[src/rtl/m_pkg.sv]
// m_pkg: shared types and RV32M decode constants for the PCPI multiply/divide front-end
package m_pkg;
  typedef enum logic [2:0] {S_IDLE, S_DISPATCH, S_WAIT, S_RESPOND, S_DRAIN} m_fe_state_t;
  localparam logic [6:0] M_OPCODE = 7'b0110011;
  localparam logic [6:0] M_FUNCT7 = 7'b0000001;
  localparam logic [2:0] F3_MUL    = 3'd0;
  localparam logic [2:0] F3_MULH   = 3'd1;
  localparam logic [2:0] F3_MULHSU = 3'd2;
  localparam logic [2:0] F3_MULHU  = 3'd3;
  localparam logic [2:0] F3_DIV    = 3'd4;
  localparam logic [2:0] F3_DIVU   = 3'd5;
  localparam logic [2:0] F3_REM    = 3'd6;
  localparam logic [2:0] F3_REMU   = 3'd7;
  function automatic logic is_m_insn(input logic [31:0] insn);
    return insn[6:0] == M_OPCODE && insn[31:25] == M_FUNCT7;
  endfunction
endpackage

[src/rtl/m_pcpi_frontend_if.sv]
// m_pcpi_frontend_if: PCPI core-side and riscv_m unit-side signals of the front-end
interface m_pcpi_frontend_if;
  logic        pcpi_valid;
  logic [31:0] pcpi_insn;
  logic [31:0] pcpi_rs1;
  logic [31:0] pcpi_rs2;
  logic        pcpi_wr;
  logic [31:0] pcpi_rd;
  logic        pcpi_wait;
  logic        pcpi_ready;
  logic        m_valid;
  logic [31:0] m_instruction;
  logic [31:0] m_rs1;
  logic [31:0] m_rs2;
  logic        m_wr;
  logic [31:0] m_rd;
  logic        m_busy;
  logic        m_ready;
  modport master (
    output pcpi_valid, pcpi_insn, pcpi_rs1, pcpi_rs2, m_wr, m_rd, m_busy, m_ready,
    input  pcpi_wr, pcpi_rd, pcpi_wait, pcpi_ready, m_valid, m_instruction, m_rs1, m_rs2
  );
  modport slave (
    input  pcpi_valid, pcpi_insn, pcpi_rs1, pcpi_rs2, m_wr, m_rd, m_busy, m_ready,
    output pcpi_wr, pcpi_rd, pcpi_wait, pcpi_ready, m_valid, m_instruction, m_rs1, m_rs2
  );
endinterface

[src/rtl/m_result_cache.sv]
// m_result_cache: one-entry last-result cache keyed on funct3/rs1/rs2, invalidated only by reset
module m_result_cache (
  input  logic        clk,
  input  logic        resetn,
  input  logic [2:0]  f3_i,
  input  logic [31:0] rs1_i,
  input  logic [31:0] rs2_i,
  output logic        hit_o,
  output logic [31:0] rd_o,
  input  logic        we_i,
  input  logic [2:0]  wf3_i,
  input  logic [31:0] wrs1_i,
  input  logic [31:0] wrs2_i,
  input  logic [31:0] wrd_i
);
  logic        vld_q;
  logic [2:0]  f3_q;
  logic [31:0] rs1_q, rs2_q, rd_q;
  always_ff @(posedge clk) begin
    if (!resetn) begin
      vld_q <= 1'b0;
      f3_q  <= '0;
      rs1_q <= '0;
      rs2_q <= '0;
      rd_q  <= '0;
    end else if (we_i) begin
      vld_q <= 1'b1;
      f3_q  <= wf3_i;
      rs1_q <= wrs1_i;
      rs2_q <= wrs2_i;
      rd_q  <= wrd_i;
    end
  end
  assign hit_o = vld_q && f3_q == f3_i && rs1_q == rs1_i && rs2_q == rs2_i;
  assign rd_o  = rd_q;
endmodule

[src/rtl/m_pcpi_frontend.sv]
// m_pcpi_frontend: PCPI-to-riscv_m bridge FSM; optional last-result cache under M_FRONTEND_RESULT_CACHE_EN
module m_pcpi_frontend
  import m_pkg::*;
(
  input logic             clk,
  input logic             resetn,
  m_pcpi_frontend_if.slave bus
);
  m_fe_state_t state_q, state_d;
  logic [31:0] insn_q, insn_d, rs1_q, rs1_d, rs2_q, rs2_d, rd_q, rd_d;
  logic        wr_q, wr_d;
  logic        match, hit, cache_we;
  logic [31:0] cache_rd;
  logic        unused_busy;
  assign unused_busy = bus.m_busy;
  assign match    = is_m_insn(bus.pcpi_insn);
  assign cache_we = state_q == S_WAIT && bus.m_ready && bus.m_wr;
`ifdef M_FRONTEND_RESULT_CACHE_EN
  m_result_cache u_cache (
    .clk    (clk),
    .resetn (resetn),
    .f3_i   (bus.pcpi_insn[14:12]),
    .rs1_i  (bus.pcpi_rs1),
    .rs2_i  (bus.pcpi_rs2),
    .hit_o  (hit),
    .rd_o   (cache_rd),
    .we_i   (cache_we),
    .wf3_i  (insn_q[14:12]),
    .wrs1_i (rs1_q),
    .wrs2_i (rs2_q),
    .wrd_i  (bus.m_rd)
  );
`else
  logic unused_cache;
  assign unused_cache = cache_we;
  assign hit      = 1'b0;
  assign cache_rd = '0;
`endif
  always_ff @(posedge clk) begin
    if (!resetn) begin
      state_q <= S_IDLE;
      insn_q  <= '0;
      rs1_q   <= '0;
      rs2_q   <= '0;
      rd_q    <= '0;
      wr_q    <= 1'b0;
    end else begin
      state_q <= state_d;
      insn_q  <= insn_d;
      rs1_q   <= rs1_d;
      rs2_q   <= rs2_d;
      rd_q    <= rd_d;
      wr_q    <= wr_d;
    end
  end
  always_comb begin
    state_d = state_q;
    insn_d  = insn_q;
    rs1_d   = rs1_q;
    rs2_d   = rs2_q;
    rd_d    = rd_q;
    wr_d    = wr_q;
    case (state_q)
      S_IDLE: if (bus.pcpi_valid && match) begin
        if (hit) begin
          rd_d    = cache_rd;
          wr_d    = 1'b1;
          state_d = S_RESPOND;
        end else begin
          insn_d  = bus.pcpi_insn;
          rs1_d   = bus.pcpi_rs1;
          rs2_d   = bus.pcpi_rs2;
          state_d = S_DISPATCH;
        end
      end
      S_DISPATCH: state_d = S_WAIT;
      S_WAIT: if (bus.m_ready) begin
        rd_d    = bus.m_rd;
        wr_d    = bus.m_wr;
        state_d = bus.pcpi_valid ? S_RESPOND : S_IDLE;
      end
      S_RESPOND: state_d = S_DRAIN;
      default:   state_d = S_IDLE;
    endcase
  end
  // DRAIN holds off one cycle so the core's still-high pcpi_valid is not re-dispatched
  assign bus.m_valid       = state_q == S_DISPATCH;
  assign bus.pcpi_wait     = state_q == S_DISPATCH || state_q == S_WAIT;
  assign bus.pcpi_ready    = state_q == S_RESPOND;
  assign bus.pcpi_wr       = state_q == S_RESPOND && wr_q;
  assign bus.pcpi_rd       = state_q == S_RESPOND ? rd_q : '0;
  assign bus.m_instruction = insn_q;
  assign bus.m_rs1         = rs1_q;
  assign bus.m_rs2         = rs2_q;
endmodule

[src/flat_wrapper.sv]
// flat-port wrapper written by rule: the top's interface ports become plain ports
module m_pcpi_frontend_flat import m_pkg::*;
  (clk, resetn, bus_pcpi_valid, bus_pcpi_insn, bus_pcpi_rs1, bus_pcpi_rs2, bus_m_wr, bus_m_rd, bus_m_busy, bus_m_ready, bus_pcpi_wr, bus_pcpi_rd, bus_pcpi_wait, bus_pcpi_ready, bus_m_valid, bus_m_instruction, bus_m_rs1, bus_m_rs2);
  m_pcpi_frontend_if bus_i ();
  input logic clk;
  input logic resetn;
  input wire logic [$bits(bus_i.pcpi_valid)-1:0] bus_pcpi_valid;
  input wire logic [$bits(bus_i.pcpi_insn)-1:0] bus_pcpi_insn;
  input wire logic [$bits(bus_i.pcpi_rs1)-1:0] bus_pcpi_rs1;
  input wire logic [$bits(bus_i.pcpi_rs2)-1:0] bus_pcpi_rs2;
  input wire logic [$bits(bus_i.m_wr)-1:0] bus_m_wr;
  input wire logic [$bits(bus_i.m_rd)-1:0] bus_m_rd;
  input wire logic [$bits(bus_i.m_busy)-1:0] bus_m_busy;
  input wire logic [$bits(bus_i.m_ready)-1:0] bus_m_ready;
  output wire logic [$bits(bus_i.pcpi_wr)-1:0] bus_pcpi_wr;
  output wire logic [$bits(bus_i.pcpi_rd)-1:0] bus_pcpi_rd;
  output wire logic [$bits(bus_i.pcpi_wait)-1:0] bus_pcpi_wait;
  output wire logic [$bits(bus_i.pcpi_ready)-1:0] bus_pcpi_ready;
  output wire logic [$bits(bus_i.m_valid)-1:0] bus_m_valid;
  output wire logic [$bits(bus_i.m_instruction)-1:0] bus_m_instruction;
  output wire logic [$bits(bus_i.m_rs1)-1:0] bus_m_rs1;
  output wire logic [$bits(bus_i.m_rs2)-1:0] bus_m_rs2;
  assign bus_i.pcpi_valid = bus_pcpi_valid;
  assign bus_i.pcpi_insn = bus_pcpi_insn;
  assign bus_i.pcpi_rs1 = bus_pcpi_rs1;
  assign bus_i.pcpi_rs2 = bus_pcpi_rs2;
  assign bus_i.m_wr = bus_m_wr;
  assign bus_i.m_rd = bus_m_rd;
  assign bus_i.m_busy = bus_m_busy;
  assign bus_i.m_ready = bus_m_ready;
  assign bus_pcpi_wr = bus_i.pcpi_wr;
  assign bus_pcpi_rd = bus_i.pcpi_rd;
  assign bus_pcpi_wait = bus_i.pcpi_wait;
  assign bus_pcpi_ready = bus_i.pcpi_ready;
  assign bus_m_valid = bus_i.m_valid;
  assign bus_m_instruction = bus_i.m_instruction;
  assign bus_m_rs1 = bus_i.m_rs1;
  assign bus_m_rs2 = bus_i.m_rs2;
  m_pcpi_frontend u_core (.clk(clk), .resetn(resetn), .bus(bus_i));
endmodule
[config.mk]
export PLATFORM = sky130hd
export DESIGN_NAME = m_pcpi_frontend_flat
export DESIGN_NICKNAME = d
export VERILOG_FILES = /design/src/rtl/m_pkg.sv /design/src/rtl/m_pcpi_frontend_if.sv /design/src/rtl/m_result_cache.sv /design/src/rtl/m_pcpi_frontend.sv /design/src/flat_wrapper.sv
export SDC_FILE = /design/constraint.sdc
export NUM_CORES = 1
export LEC_CHECK = 0
export CORE_UTILIZATION = 45
export CTS_BUF_LIST = sky130_fd_sc_hd__clkbuf_4
export CTS_CLUSTER_DIAMETER = 40
export DETAILED_ROUTE_END_ITERATION = 10
export GPL_ROUTABILITY_DRIVEN = 0
export GPL_TIMING_DRIVEN = 0
export PLACE_DENSITY = 0.88
export SETUP_SLACK_MARGIN = 0.05
export SYNTH_ARGS = -nofsm -noshare
export SYNTH_HDL_FRONTEND = slang
export SYNTH_SLANG_ARGS = --single-unit
[constraint.sdc]
create_clock -name clk -period 5.2 [get_ports clk]
set_input_delay 1.04 -clock clk [delete_from_list [all_inputs] [get_ports clk]]
set_output_delay 1.04 -clock clk [all_outputs]
set_load 0.03 [all_outputs]
==> impl_metrics.csv, run 1 <==
group,metric,value,unit
status,outcome,"finished, final reports clean",
yosys,synthDistinctLibCells,27,
pwr,p_sw,0.417,mW
clock_network,clock_latency,0.53,ns
timing,worst_pin_slew,0.754,ns
yosys,synth_warnings,0,
worst_setup_path,r2r_cells,6,
timing,finalCriticalPeriod,4.08,ns
pwr,power_density,227,nW/um^2
timing,setup_violations,0,
worst_setup_path,critPathRequiredTime,4.16,ns
worst_setup_path,reg2reg_to,"u_core.rd_q[8]",
floorplan,core-area,11400,sq um
finish,fin_nets,1008,
clock_network,clock-sinks,132,
timing,slew_headroom,0.496,
routing,drc,0,
global_route,overflow,0,
pwr,seq_power_share,0.530,
min_path,holdPathStages,2,
placement,dp_hpwl,12100,um
clock_network,clk_pin_slew,0.10,ns
finish,area_growth,59.0,%
routing,wl,15700,um
worst_setup_path,worstSetupPathType,"reg -> out",
routing,drt_iter0_drc,185,
routing,wl_per_cell,15.3,um
yosys,synth_ff_type,"dfxtp_1",
pwr,p_leak,3.01,nW
yosys,avgSynthCellArea,8.92,sq um
worst_setup_path,r2r_slack,3.51,ns
placement,dp_slack,1.66,ns
global_route,grt_max_degree,17,
min_path,hold_start,"u_core.rd_q[11]",
yosys,async_reset_ff_frac,0,
yosys,postSynthCellCount,592,
yosys,synth_top_area_frac,0.500,
finish,stdcell_count,1031,
flow_run,cap_violations,0,
yosys,synth.net_count,726,
timing,setup_tns,0,ns
floorplan,rows,39,
clock_network,cts-root-buf,"clkbuf_4",
floorplan,start_util,0.463,
floorplan,ios,266,
global_route,antenna_found_initial,1,
pwr,clockPowerShare,0.389,
min_path,holdCritPathClass,"reg -> reg",
routing,vias,5010,
floorplan,die_h,110,um
clock_network,postCtsHoldBufs,0,
clock_network,cts_tree,"yes",
floorplan,die_w,110,um
placement,portBuffers,263,
clock_network,clk_path_buf_depth,2,
timing,finalWorstSetupSlack,1.12,ns
clock_network,cts_resized,0,
timing,clock.fmax,245,MHz
timing,drv_slew,0,
clock_network,htreeDepth,4,
routing,ant_nets,0,
worst_setup_path,critPathMaxFanout,10,
yosys,netlist_area,5280,sq um
timing,rsz0062_at_grt,"false",
global_route,grt_pass1_vias,5004,
pwr,ir_drop,204,uV
clock_network,numCtsBuffers,17,
routing,routed_via_density,4.86,
yosys,synth_edf_count,0,
timing,skew,0.0181,ns
pwr,total_power,1.91,mW
pwr,p_sw_frac,0.219,
yosys,seq_area_frac_synth,0.500,
clock_network,cts_setup_buffers,0,
routing,dr.pass1.iters,4,
global_route,grt_pass1_wl,23600,um
worst_setup_path,worstPathArrival,3.04,ns
min_path,holdPathEnd,"u_core.rd_q[11]",
pwr,p_comb_frac,0.081,
timing,post-route-period-util,0.784,
timing,finalHoldViolations,0,
worst_setup_path,cp-end-kind,"primary output",
worst_setup_path,r2r_start,"u_core.state_q[0]",
yosys,ys_ff_latch,132,
yosys,synth_top_area_cell,"dfxtp_1",
pwr,p_int,1.49,mW
placement,dp.cells,998,
finish,layout-drive-gt1-share,0.0496,
floorplan,die_area,12200,sq um
global_route,grt_usage,0.255,
worst_setup_path,cp-start-kind,"register",
yosys,yosys-top-cells-area,"dfxtp_1, nand2_1, mux2i_1, a21boi_0, and2_1",
-- state kept, by name, summed over array words and instances (netlist names) --
signal	count
u_core.bus.m_instruction	32
u_core.bus.m_rs1	32
u_core.bus.m_rs2	32
u_core.rd_q	32
u_core.state_q	3
u_core.wr_q	1
-- routing by layer --
layer / vias up / GRT usage / share of wire
met1: 2306 / 0.272 / 0.38
li1: 2478 / - / -
met2: 188 / 0.455 / 0.52
met5: - / 0 / 0
met3: 38 / 0.0717 / 0.065
met4: 0 / 0.133 / 0.032
-- how the worst max path moves through the flow --
stage	depth (start not counted)	start	slack (ns)	to
after CTS	6	u_core.state_q[1]	1.06	bus_pcpi_rd[17]
after global placement	6	u_core.state_q[1]	1.74	bus_pcpi_rd[17]
final	6	u_core.state_q[1]	1.12	bus_pcpi_rd[17]
after detailed placement	6	u_core.state_q[1]	1.66	bus_pcpi_rd[17]
after floorplan	5	u_core.state_q[1]	2.55	bus_pcpi_rd[22]
after global routing	6	u_core.state_q[1]	0.92	bus_pcpi_rd[17]
-- logic make-up (layout without fill, tap and decap cells) --
kind of cell              Yosys count  count (layout)  synth area share
AOI/OAI and AO/OA                  41              41            0.0573
xor gates and xnor gates            1               1           0.00166
buffers and inverters              47             342            0.0483
DFF                               132             132             0.500
muxes                              82              82             0.155
other                               0               1                 0
and+or+nand+nor                   289             289             0.237
-- placed cells by master, fill, tap and decap left out, drive strengths merged, types with 2 or more instances in the layout --
cell type / n
and2: 34
nor3b: 3
mux2i: 82
clkinv: 10
nand2: 230
inv: 2
nand3: 2
o21a: 5
and3: 11
buf: 13
a21boi: 33
bufinv: 4
nor2: 2
clkdlybuf4s50: 263
dfxtp: 132
clkbuf: 50
-- synth_stat cells, drive strengths merged (2+ instances only) --
library cell  number
o21a               5
mux2i             82
dfxtp            132
clkbuf            32
a21boi            33
and2              34
nor3b              3
nand2            230
nand3              2
inv                2
buf               13
and3              11
nor2               2
-- area by class of cell --
cell class	instances	area, sq um
Sequential cell	132	2640
Fill cell	837	3020
Clock inverter	14	166
Multi-Input combinational cell	413	2380
Timing Repair Buffer	263	2630
Tap cell	143	179
Antenna cell	1	2.50
Clock buffer	18	135
Buffer	45	248
Inverter	2	7.51
-- stage by stage --
stage                     instance area (sq um)  utilization  hold WS [ns]
after floorplan                            5280            -         0.439
after global routing                       8400        0.735         0.473
after global placement                     8090        0.709         0.441
after detailed placement                   8090        0.709         0.447
final                                      8400        0.735         0.464
after CTS                                  8390        0.735         0.465
-- power by group through the flow --
stage | clock network, mW | logic (mW) | registers, mW
2_1_floorplan | 0 | 0.0391 | 1.03
3_3_place_gp | 0 | 0.148 | 1.03
3_5_place_dp | 0 | 0.153 | 1.03
4_1_cts | 0.748 | 0.154 | 1.01
5_1_grt | 0.798 | 0.165 | 1.01
6_report | 0.741 | 0.153 | 1.01
-- critical path, cell delays in order, from the launching register on --
cell             delay [ns]
dfxtp_1                0.32
buf_2                  0.17
inv_1                  0.10
nor3b_1                0.64
clkbuf_1               0.40
and2_1                 0.20
clkdlybuf4s50_1        0.69
No activity file was read; power rests on OpenSTA's default activity.
==> run 2: changes to the inputs <==
CORE_UTILIZATION = 37   (was 45)
PLACE_DENSITY = 0.77   (was 0.88)
clock period = 3.57 ns   (was 5.2 ns; I/O delays follow)
==> run 2 against run 1 <==
  * Sequential cell count stayed put
  * Largest cell class unchanged
  * Highest routed layer unchanged
  * Die area grew 21%
  * Worst hold slack got worse by 0.0046 ns
==> impl_metrics.csv, run 2 (synthesized netlist as in run 1, its figures left out) <==
group,metric,value,unit
worst_setup_path,r2r_slack,1.85,ns
worst_setup_path,r2r_cells,6,
floorplan,rows,43,
routing,met3_wirelength,1070,um
floorplan,die_h,121,um
clock_network,clk_pin_slew,0.10,ns
floorplan,ios,266,
worst_setup_path,worstSetupPathType,"reg -> out",
routing,routed_via_density,4.52,
worst_setup_path,cp_slowest_stage_delay,0.67,ns
timing,finalHoldViolations,0,
finish,seqCellArea,2640,sq um
routing,wl,15000,um
floorplan,core-area,13900,sq um
worst_setup_path,cp-start-kind,"register",
finish,final_common_cell,"clkdlybuf4s50_1",
routing,drc,0,
worst_setup_path,crit_top_cell,"buf_2",
pwr,total_power,2.62,mW
flow_run,cap_violations,0,
worst_setup_path,r2r_start,"u_core.state_q[2]",
timing,setup_tns,0,ns
worst_setup_path,crit_slowest_cell,"clkdlybuf4s50_1",
global_route,grt_pass1_wl,22900,um
clock_network,cts_tree,"yes",
min_path,holdPathEnd,"u_core.bus.m_instruction[8]",
timing,finalWorstSetupSlack,0.299,ns
status,outcome,"finished, final reports clean",
finish,final_cell_mix,"clkdlybuf4s50_1, nand2_1, dfxtp_1",
clock_network,clock-sinks,132,
timing,finalCriticalPeriod,3.27,ns
routing,dr_wl_met2,7030,um
min_path,holdPathStages,2,
clock_network,clock_latency,0.51,ns
routing,wl_met1,6650,um
timing,setup_violations,0,
finish,layout-drive-gt1-share,0.0485,
clock_network,postCtsHoldBufs,0,
clock_network,cts-root-buf,"clkbuf_4",
clock_network,numCtsBuffers,17,
timing,rsz0062_at_grt,"false",
global_route,grt_pass1_vias,4531,
floorplan,die_area,14800,sq um
routing,highest_layer,"met4",
routing,vias,4831,
clock_network,clk_path_buf_depth,2,
pwr,ir_drop,176,uV
finish,fin_nets,1008,
routing,ant_nets,0,
worst_setup_path,reg2reg_to,"u_core.rd_q[1]",
timing,slew_headroom,0.568,
timing,worst_pin_slew,0.648,ns
timing,post-route-period-util,0.916,
finish,multiInputGateArea,2390,sq um
finish,fill_cells,1281,
placement,portBuffers,263,
placement,dp_slack,0.307,ns
routing,dr.pass1.iters,4,
placement,dp_hpwl,11300,um
routing,wl_per_cell,14.1,um
clock_network,cts_setup_buffers,0,
timing,skew,0.00604,ns
min_path,hold_start,"u_core.bus.m_instruction[8]",
worst_setup_path,path_cells,"buf_2 -> inv_1 -> nor3b_4 -> buf_2 -> and2_1 -> clkdlybuf4s50_1",
worst_setup_path,critPathRequiredTime,2.86,ns
global_route,grt_usage,0.204,
clock_network,htreeDepth,4,
global_route,grt_max_degree,17,
floorplan,die_w,121,um
pwr,p_leak,3.09,nW
min_path,holdCritPathClass,"reg -> reg",
clock_network,cts_resized,3,
finish,post-route-util,0.607,
timing,drv_slew,0,
finish,area_growth,59.5,%
worst_setup_path,worstPathArrival,2.56,ns
timing,clock.fmax,306,MHz
floorplan,start_util,0.380,
routing,drt_iter0_drc,130,
global_route,antenna_found_initial,1,
worst_setup_path,cp-end-kind,"primary output",
global_route,overflow,0,
worst_setup_path,critPathMaxFanout,10,
pwr,power_density,311,nW/um^2
==> run 2: cell types whose count changed in the layout (fill, tap and decap cells not counted), sizes merged <==
cell	before	now
dlymetal6s2s	0	6
clkinv	10	9
buf	13	14
clkinvlp	0	3
clkbuf	50	49
clkdlybuf4s50	263	257
bufinv	4	2
==> run 2: metrics by stage <==
stage	instance area, sq um	std cells	hold slack [ns]
finish	8420	1068	0.460
global placement	8140	1035	0.441
detailed placement	8140	1035	0.446
global route	8420	1068	0.478
CTS	8400	1067	0.462
floorplan	5280	592	0.439
==> run 2: report_power, final <==
part | switching, mW | internal, mW | total (mW) | leakage, nW
clock | 0.526 | 0.403 | 0.929 | 0.130
sequential | 0.0000166 | 1.47 | 1.47 | 1.06
combinational | 0.0761 | 0.147 | 0.223 | 1.89
total | 0.602 | 2.02 | 2.62 | 3.09
==> run 2: metal layers <==
| metal | track usage | vias up |
|---|---|---|
| met5 | 0 | - |
| met4 | 0.0802 | 0 |
| met3 | 0.0804 | 20 |
| met2 | 0.321 | 155 |
| met1 | 0.248 | 2180 |
| li1 | - | 2476 |
==> run 2: worst max path at each step <==
stage	from	to	slack, ns	depth (start not counted)
2_1_floorplan	u_core.state_q[1]	bus_pcpi_rd[22]	1.24	5
3_3_place_gp	u_core.state_q[1]	bus_pcpi_rd[11]	0.34	6
3_5_place_dp	u_core.state_q[1]	bus_pcpi_rd[9]	0.31	6
4_1_cts	u_core.state_q[1]	bus_pcpi_rd[9]	0.09	6
5_1_grt	u_core.state_q[1]	bus_pcpi_rd[6]	0.06	6
6_report	u_core.state_q[1]	bus_pcpi_rd[4]	0.30	6
==> run 2: layout make-up <==
cell class / instances / share of cell area
clock inverter: 14 / 0.0141
multi-input combinational: 413 / 0.284
timing repair buffer: 263 / 0.314
clock buffer: 18 / 0.0160
inverter: 2 / 0.000891
sequential: 132 / 0.314
tap: 180 / 0.0267
antenna: 1 / 0.000297
buffer: 45 / 0.0297
==> run 2: worst max-delay path: cells and delay by family (launching register included) <==
kind                   cells  cell delay, ns
buffers and inverters      4            1.25
and+or+nand+nor            2            0.49
DFF                        1            0.32
==> run 3: changes to the inputs <==
CORE_UTILIZATION = 41   (was 37)
PLACE_DENSITY = 0.81   (was 0.77)
clock period = 3.7 ns   (was 3.57 ns; I/O delays follow)
==> run 3 against run 2 <==
  * Sequential cell count is the same
  * Wire length rose by 5.1%
  * Sequential share of layout area increased by 0.26 points
  * Final cell count is 1.0% lower
  * Die area is 9.6% lower
  * Worst setup slack better by 0.0081 ns
  * Critical path type unchanged
  * Largest power group unchanged
  * Highest routed layer unchanged
==> impl_metrics.csv, run 3 (synthesized netlist as in run 1, its figures left out) <==
group,metric,value,unit
worst_setup_path,cp-end-kind,"primary output",
floorplan,ios,266,
floorplan,die_w,115,um
timing,finalCriticalPeriod,3.39,ns
pwr,total_power,2.43,mW
global_route,overflow,0,
pwr,p_leak,2.96,nW
clock_network,postCtsHoldBufs,0,
timing,clock.fmax,295,MHz
clock_network,clock-sinks,132,
floorplan,rows,41,
worst_setup_path,critPathMaxFanout,10,
clock_network,cts_setup_buffers,0,
pwr,power_density,290,nW/um^2
placement,portBuffers,263,
finish,fill_cells,1046,
placement,dp.cells,1027,
worst_setup_path,cp_slowest_stage_delay,0.68,ns
placement,dp_slack,0.499,ns
timing,setup_violations,0,
timing,finalWorstSetupSlack,0.307,ns
clock_network,htreeDepth,4,
clock_network,cts_resized,1,
clock_network,clk_pin_slew,0.10,ns
timing,post-route-period-util,0.917,
worst_setup_path,worstPathArrival,2.65,ns
floorplan,die_h,115,um
status,outcome,"finished, final reports clean",
timing,skew,0.00604,ns
global_route,grt_max_degree,17,
routing,routed_via_density,4.71,
global_route,grt_pass1_vias,5050,
routing,vias,4981,
pwr,p_sw,0.544,mW
worst_setup_path,worstSetupPathType,"reg -> out",
worst_setup_path,cp-start-kind,"register",
pwr,seq_power_share,0.585,
worst_setup_path,path_buf_inv,4,
timing,drv_slew,0,
pwr,clockPowerShare,0.326,
floorplan,core-area,12600,sq um
clock_network,cts_tree,"yes",
worst_setup_path,path_cells,"buf_2 -> inv_1 -> nor3b_4 -> clkbuf_1 -> and2_1 -> clkdlybuf4s50_1",
floorplan,die_area,13300,sq um
clock_network,numCtsBuffers,17,
routing,wl,15800,um
finish,stdcell_count,1057,
pwr,p_int,1.88,mW
finish,final_cell_mix,"clkdlybuf4s50_1, nand2_1, dfxtp_1",
global_route,grt_usage,0.237,
timing,slew_headroom,0.655,
routing,wl_per_cell,14.9,um
finish,area_growth,58.2,%
routing,drc,0,
worst_setup_path,critPathTopFamily,"buffers and inverters",
global_route,grt_pass1_wl,24100,um
timing,rsz0062_at_grt,"false",
finish,fin_nets,1008,
routing,drt_iter0_drc,195,
finish,final_common_cell,"clkdlybuf4s50_1",
flow_run,cap_violations,0,
min_path,holdCritPathClass,"reg -> reg",
pwr,ir_drop,243,uV
pwr,p_comb_frac,0.089,
timing,worst_pin_slew,0.518,ns
routing,ant_nets,0,
finish,multiInputGateArea,2390,sq um
worst_setup_path,crit_slowest_cell,"clkdlybuf4s50_1",
finish,seqCellArea,2640,sq um
worst_setup_path,critPathRequiredTime,2.96,ns
floorplan,start_util,0.420,
clock_network,clk_path_buf_depth,2,
pwr,p_sw_frac,0.224,
timing,finalHoldViolations,0,
clock_network,cts-root-buf,"clkbuf_4",
global_route,antenna_found_initial,1,
timing,setup_tns,0,ns
finish,post-route-util,0.665,
placement,dp_hpwl,12300,um
routing,dr.pass1.iters,4,
finish,layout-drive-gt1-share,0.0464,
clock_network,clock_latency,0.52,ns
## run 3: final cells by class
cell class / count / area share
Timing Repair Buffer: 263 / 0.315
Tap cell: 172 / 0.0258
Clock inverter: 10 / 0.00824
Clock buffer: 19 / 0.0171
Inverter: 2 / 0.000898
Sequential cell: 132 / 0.316
Antenna cell: 1 / 0.000299
Multi-Input combinational cell: 413 / 0.287
Buffer: 45 / 0.0298
## run 3: worst register-to-register path, cell delays in order (launching register included)
cell and delay [ns]:
dfxtp_1 0.40, nor2_1 0.23, and3_1 0.18, buf_2 0.16
clkbuf_1 0.40, nand2_1 0.11, a21boi_0 0.16
## run 3: stage by stage
| step | hold WS [ns] | instance area (sq um) |
|---|---|---|
| 6_report | 0.465 | 8360 |
| 5_1_grt | 0.483 | 8360 |
| 4_1_cts | 0.466 | 8350 |
| 3_5_place_dp | 0.447 | 8130 |
| 3_3_place_gp | 0.441 | 8130 |
| 2_1_floorplan | 0.439 | 5280 |
## run 3: final timing paths
check	slack, ns	cells past startpoint	from	end
setup reg to reg	2.00	6	u_core.state_q[2]	u_core.rd_q[9]
setup / recovery	0.31	6	u_core.state_q[1]	bus_pcpi_rd[19]
hold / removal	0.47	2	u_core.rd_q[29]	u_core.rd_q[29]
hold reg to reg	0.47	2	u_core.rd_q[29]	u_core.rd_q[29]
## run 3: per-layer routing
metal | wire (um) | global-route usage
met2 | 8050 | 0.427
met4 | 456 | 0.108
met1 | 6060 | 0.250
met3 | 1210 | 0.0800
met5 | 0 | 0
## run 3: power groups by stage
stage	clock, mW	combinational (mW)	sequential, mW
after global routing	0.893	0.233	1.42
final	0.792	0.215	1.42
after detailed placement	0	0.216	1.45
after global placement	0	0.212	1.45
after floorplan	0	0.0550	1.45
after CTS	0.818	0.218	1.42
